--- src/rtl/fetch_pipe_stage.sv ---
// Fetch-to-decode pipeline register with a one-entry skid buffer and jump flush.
// Output register feeds the decoder; the skid absorbs one word while the decoder stalls.
// After a taken jump, wrong-path words are discarded and a bubble opcode is presented.
module fetch_pipe_stage #(
   parameter logic [7:0]  BUBBLE_OP    = 8'hC8,
   parameter int unsigned FLUSH_CYCLES = 1,
   parameter int unsigned CNT_W        = 16
) (
   input  logic             clk,
   input  logic             sync_reset,
   input  logic [7:0]       pm_data,
   input  logic [7:0]       pm_address,
   input  logic             fetch_valid,
   output logic             fetch_ready,
   input  logic             jump_taken,
   input  logic             stall,
   output logic [7:0]       ir_next,
   output logic [7:0]       ir_pc,
   output logic             ir_valid,
   output logic [7:0]       flush_count,
   output logic [CNT_W-1:0] instr_count,
   output logic [1:0]       state_dbg
);

   typedef enum logic [1:0] {
      StRun   = 2'd0,
      StHold  = 2'd1,
      StFlush = 2'd2
   } state_e;

   state_e     state_q;
   logic [7:0] skid_data_q;
   logic [7:0] skid_addr_q;
   logic       skid_full_q;
   logic [1:0] flush_left_q;

   logic consume;
   logic discard_on_jump;

   // Decoder takes the presented word; never on a jump edge.
   assign consume         = ir_valid && !stall && !jump_taken;
   // A word arriving on a jump edge counts as discarded only if the stage could accept it.
   assign discard_on_jump = jump_taken && fetch_valid && !skid_full_q;

   // Ready whenever the skid has room; state is exported for debug.
   always_comb begin
      fetch_ready = !skid_full_q;
      state_dbg   = state_q;
   end

   // Pipeline FSM, output register, skid buffer and counters.
   always_ff @(posedge clk) begin
      if (sync_reset) begin
         state_q      <= StRun;
         skid_data_q  <= 8'h00;
         skid_addr_q  <= 8'h00;
         skid_full_q  <= 1'b0;
         flush_left_q <= 2'd0;
         ir_next      <= BUBBLE_OP;
         ir_pc        <= 8'h00;
         ir_valid     <= 1'b0;
         flush_count  <= 8'h00;
         instr_count  <= '0;
      end else begin
         if (consume) begin
            instr_count <= instr_count + CNT_W'(1);
         end

         if (jump_taken) begin
            // ir_pc is deliberately left alone so it still tags the last real word.
            ir_next      <= BUBBLE_OP;
            ir_valid     <= 1'b0;
            skid_full_q  <= 1'b0;
            flush_left_q <= 2'(FLUSH_CYCLES);
            state_q      <= StFlush;
            if (discard_on_jump && flush_count != 8'hFF) begin
               flush_count <= flush_count + 8'd1;
            end
         end else begin
            unique case (state_q)
               StRun: begin
                  if (!stall) begin
                     if (fetch_valid) begin
                        ir_next  <= pm_data;
                        ir_pc    <= pm_address;
                        ir_valid <= 1'b1;
                     end else begin
                        ir_next  <= BUBBLE_OP;
                        ir_valid <= 1'b0;
                     end
                  end else if (fetch_valid) begin
                     skid_data_q <= pm_data;
                     skid_addr_q <= pm_address;
                     skid_full_q <= 1'b1;
                     state_q     <= StHold;
                  end
               end
               StHold: begin
                  // Upstream must be idle here; fetch_valid is ignored.
                  if (!stall) begin
                     ir_next     <= skid_data_q;
                     ir_pc       <= skid_addr_q;
                     ir_valid    <= 1'b1;
                     skid_full_q <= 1'b0;
                     state_q     <= StRun;
                  end
               end
               StFlush: begin
                  // Only real wrong-path words advance the flush; stall is irrelevant.
                  if (fetch_valid) begin
                     if (flush_count != 8'hFF) begin
                        flush_count <= flush_count + 8'd1;
                     end
                     flush_left_q <= flush_left_q - 2'd1;
                     if (flush_left_q <= 2'd1) begin
                        state_q <= StRun;
                     end
                  end
               end
               default: begin
                  state_q <= StRun;
               end
            endcase
         end
      end
   end

endmodule

--- config.mk ---
export PLATFORM = sky130hd
export DESIGN_NAME = fetch_pipe_stage
export DESIGN_NICKNAME = d
export VERILOG_FILES = /design/src/rtl/fetch_pipe_stage.sv
export SDC_FILE = /design/constraint.sdc
export NUM_CORES = 1
export LEC_CHECK = 0
export BUFFER_PORTS_ARGS = -buffer_cell sky130_fd_sc_hd__buf_2
export CAP_MARGIN = 20
export CORE_MARGIN = 4
export CORE_UTILIZATION = 40
export DETAILED_ROUTE_END_ITERATION = 8
export PLACE_DENSITY = 0.65
export SLEW_MARGIN = 10
export SYNTH_ARGS = -nofsm -noshare
export SYNTH_HDL_FRONTEND = slang
export SYNTH_SLANG_ARGS = --single-unit
--- constraint.sdc ---
create_clock -name clk -period 5.1 [get_ports clk]
set_input_delay 1.275 -clock clk [delete_from_list [all_inputs] [get_ports clk]]
set_output_delay 1.275 -clock clk [all_outputs]
set_load 0.01 [all_outputs]
==> results.yml <==
logic_synthesis:
  syn_area_per_cell_um2: 8.85
  synth_nets: 331
  ys_top_cells_by_count: "dfxtp_1, nor2_1, nand2_1, mux2i_1, nand3_1"
  yosys.area.top_type: "dfxtp_1"
  syn_inst: 307
  synth_top_cells_by_area: "dfxtp_1, nor2_1, mux2i_1"
  syn_area_mm2: 0.00272
  yosys_warnings: 0
  ys_ff_latch: 62
  yosysTopAreaCellShare_pct: 45.7
  synth.most_common_cell: "dfxtp_1"
  yosysSeqAreaShare_pct: 45.7
  async_flop_share_pct: 0
  synth_edf_count: 0
  synthFlopType: "dfxtp_1"
  synth_cell_types: 46
worst_setup_path:
  crit_chain: "buf_2 > or2_2 > nor3_2 > nor2_1 > a311oi_1"
  slowest_stage: "nor3_2"
  crit_type: "in -> reg"
  cp-end-kind: "flip-flop"
  cp-start-kind: "primary input"
  slowest_delay_ns: 0.77
  cp.required_ns: 5.33
  cp.arrival_ns: 2.88
  cp_max_fo: 16
  path_buf_inv: 1
  critical-path-top-delay-family: "simple AND/OR/NAND/NOR gates"
finish:
  final_nets: 389
  fillerInstances: 631
  areaGrowthSynthToFinish_pct: 20.3
  postLayoutCellArea_mm2: 0.00327
  multi_input_area_mm2: 0.00135
  drive_gt1_share_pct: 24.3
  num_antenna_cells: 0
  regArea_mm2: 0.00124
grt:
  grt.total_usage_pct: 16.1
  antenna_found_initial: 0
  grt_overflow_total: 0
  grt_pass1_vias: 2274
  grt_max_degree: 56
  grt_pass1_wl_mm: 10.7
sta:
  relSlewSlack_pct: 33.8
  setup_viol: 0
  clock_skew_ns: 0.00589
  slew_violations: 0
  worst_slew_pin_slew_ns: 0.993
  grt_setup_unrepaired: "no"
  fin_setup_tns_ns: 0
  setup_slack_ns: 2.45
  hold_viol: 0
  layout_min_cycle_time_ns: 2.65
  fmax_mhz: 378
  hold_ws_ns: 0.472
  finalCritPeriodShare_pct: 51.9
clocking:
  cts_resized: 0
  post_cts_buffers: 0
  cts-htree-levels: 3
  numClockSinks: 62
  insertion_delay_ns: 0.33
  cts_root_buffer: "clkbuf_8"
  cts_buffer_depth: 2
  cts_hold_buf: 0
  cts_buffers: 9
  path_clk_slew_ns: 0.07
  cts_tree: "yes"
placement:
  place_hpwl_mm: 4.08
  gp_congestion: 0.722
  pre_cts_slack_ns: 2.11
  io_buffers: 64
  place_area_mm2: 0.00304
pwr:
  p_per_area_mw_per_mm2: 321
  power_uw: 1050
  power_frac_seq_pct: 48.1
  switching_share_pct: 22.4
  power.internal_uw: 816
  p_switching_uw: 235
  ir_drop_v: 0.000169
  pwr-share-comb_pct: 7.4
  p_clk_share_pct: 44.5
  p_leak_uw: 0.00144
drt:
  antenna_left: 0
  drt_first_pass_iters: 4
  via_per_inst: 5.28
  route.vias.total: 2362
  wirelength_mm: 6.09
  drt-initial-drc-count: 91
  routedWlPerCell_um: 13.6
  drcViolationCount: 0
floorplanning:
  die-area_mm2: 0.00818
  io_pins: 65
  die_x_um: 90.4
  initial_core_util_pct: 42.1
  std_cell_rows: 29
  die_h_um: 90.4
  core_mm2: 0.00646
hold_path:
  hp-class: "reg -> reg"
job:
  maxCapViolCount: 0
status:
  outcome: "finished clean"
[cell usage in the layout, fill, tap and decap left out, types with 2 or more instances in the layout]
master	count
a21oi_1	9
o311ai_0	3
mux2i_1	18
or2_2	3
nor3_1	2
o41ai_1	5
nor4b_1	2
o21ai_0	6
inv_1	8
nand4_1	6
a31oi_1	2
dfxtp_1	62
nor2_1	54
ha_1	3
nand3_1	15
nor2b_1	2
bufinv_16	2
and3_1	2
o211ai_1	3
or3_1	3
clkbuf_1	2
a311oi_1	13
nand3b_1	4
or4_1	3
clkbuf_8	10
xnor2_1	7
xor2_1	4
clkinv_2	2
nand2_1	32
buf_2	65
nor4_1	2
[power groups by stage]
stage               registers (uW)  logic [uW]  clock network [uW]
floorplan                      518        49.3                   0
global placement               516        76.5                   0
detailed placement             517        78.0                   0
CTS                            506        78.1                 488
global route                   507        89.1                 510
finish                         506        77.6                 468
[sequential cells by signal (all words and copies together) (netlist names)]
| signal | cells |
|---|---|
| skid_data_q | 8 |
| state_dbg | 2 |
| skid_addr_q | 8 |
| ir_pc | 8 |
| flush_left_q | 2 |
| instr_count | 16 |
| skid_full_q | 1 |
| flush_count | 8 |
| ir_next | 8 |
| ir_valid | 1 |
[layer usage]
metal	track usage [%]	routed length [um]	vias up
li1	-	-	1209
met1	19.1	2760	1085
met2	26.2	2870	64
met3	7.08	422	4
met4	4.97	46	0
met5	0	0	-
[stage by stage]
stage          util (%)  std cells
2_1_floorplan         -        307
3_3_place_gp       47.1        429
3_5_place_dp       47.1        429
4_1_cts            50.4        445
5_1_grt            50.6        447
6_report           50.6        447
[path summary, 6_finish.rpt]
kind | cells after the start | endpoint | slack, ns | startpoint
max | 5 | ir_pc[4]$_SDFFE_PP0P_ | 2.45 | stall
min | 2 | skid_full_q$_SDFFE_PP0P_ | 0.47 | skid_full_q$_SDFFE_PP0P_
max reg2reg | 4 | ir_pc[4]$_SDFFE_PP0P_ | 3.08 | state_dbg[1]$_SDFFE_PP0P_
min reg2reg | 2 | skid_full_q$_SDFFE_PP0P_ | 0.47 | skid_full_q$_SDFFE_PP0P_
[kinds of logic (layout without fill, tap and decap cells)]
group | after synthesis | after routing | synth area share (%)
buf+inv | 27 | 90 | 4.51
mux | 20 | 20 | 7.60
simple gates | 140 | 140 | 25.6
xor+xnor | 11 | 11 | 3.55
compound gates | 44 | 44 | 11.7
flops | 62 | 62 | 45.7
fa+ha+maj | 3 | 3 | 1.38
[tightest hold or removal path: stages (launching register included)]
cell	delay, ns
dfxtp_1	0.32
nand2_1	0.05
a21oi_1	0.05
[final cells by class]
cell class,count,area share [%]
multi-input combinational,218,41.4
sequential,62,38.0
timing repair buffer,66,10.2
clock buffer,12,4.44
tap,77,2.95
clock inverter,4,2.14
inverter,8,0.918
No activity file was read; power rests on OpenSTA's default activity.
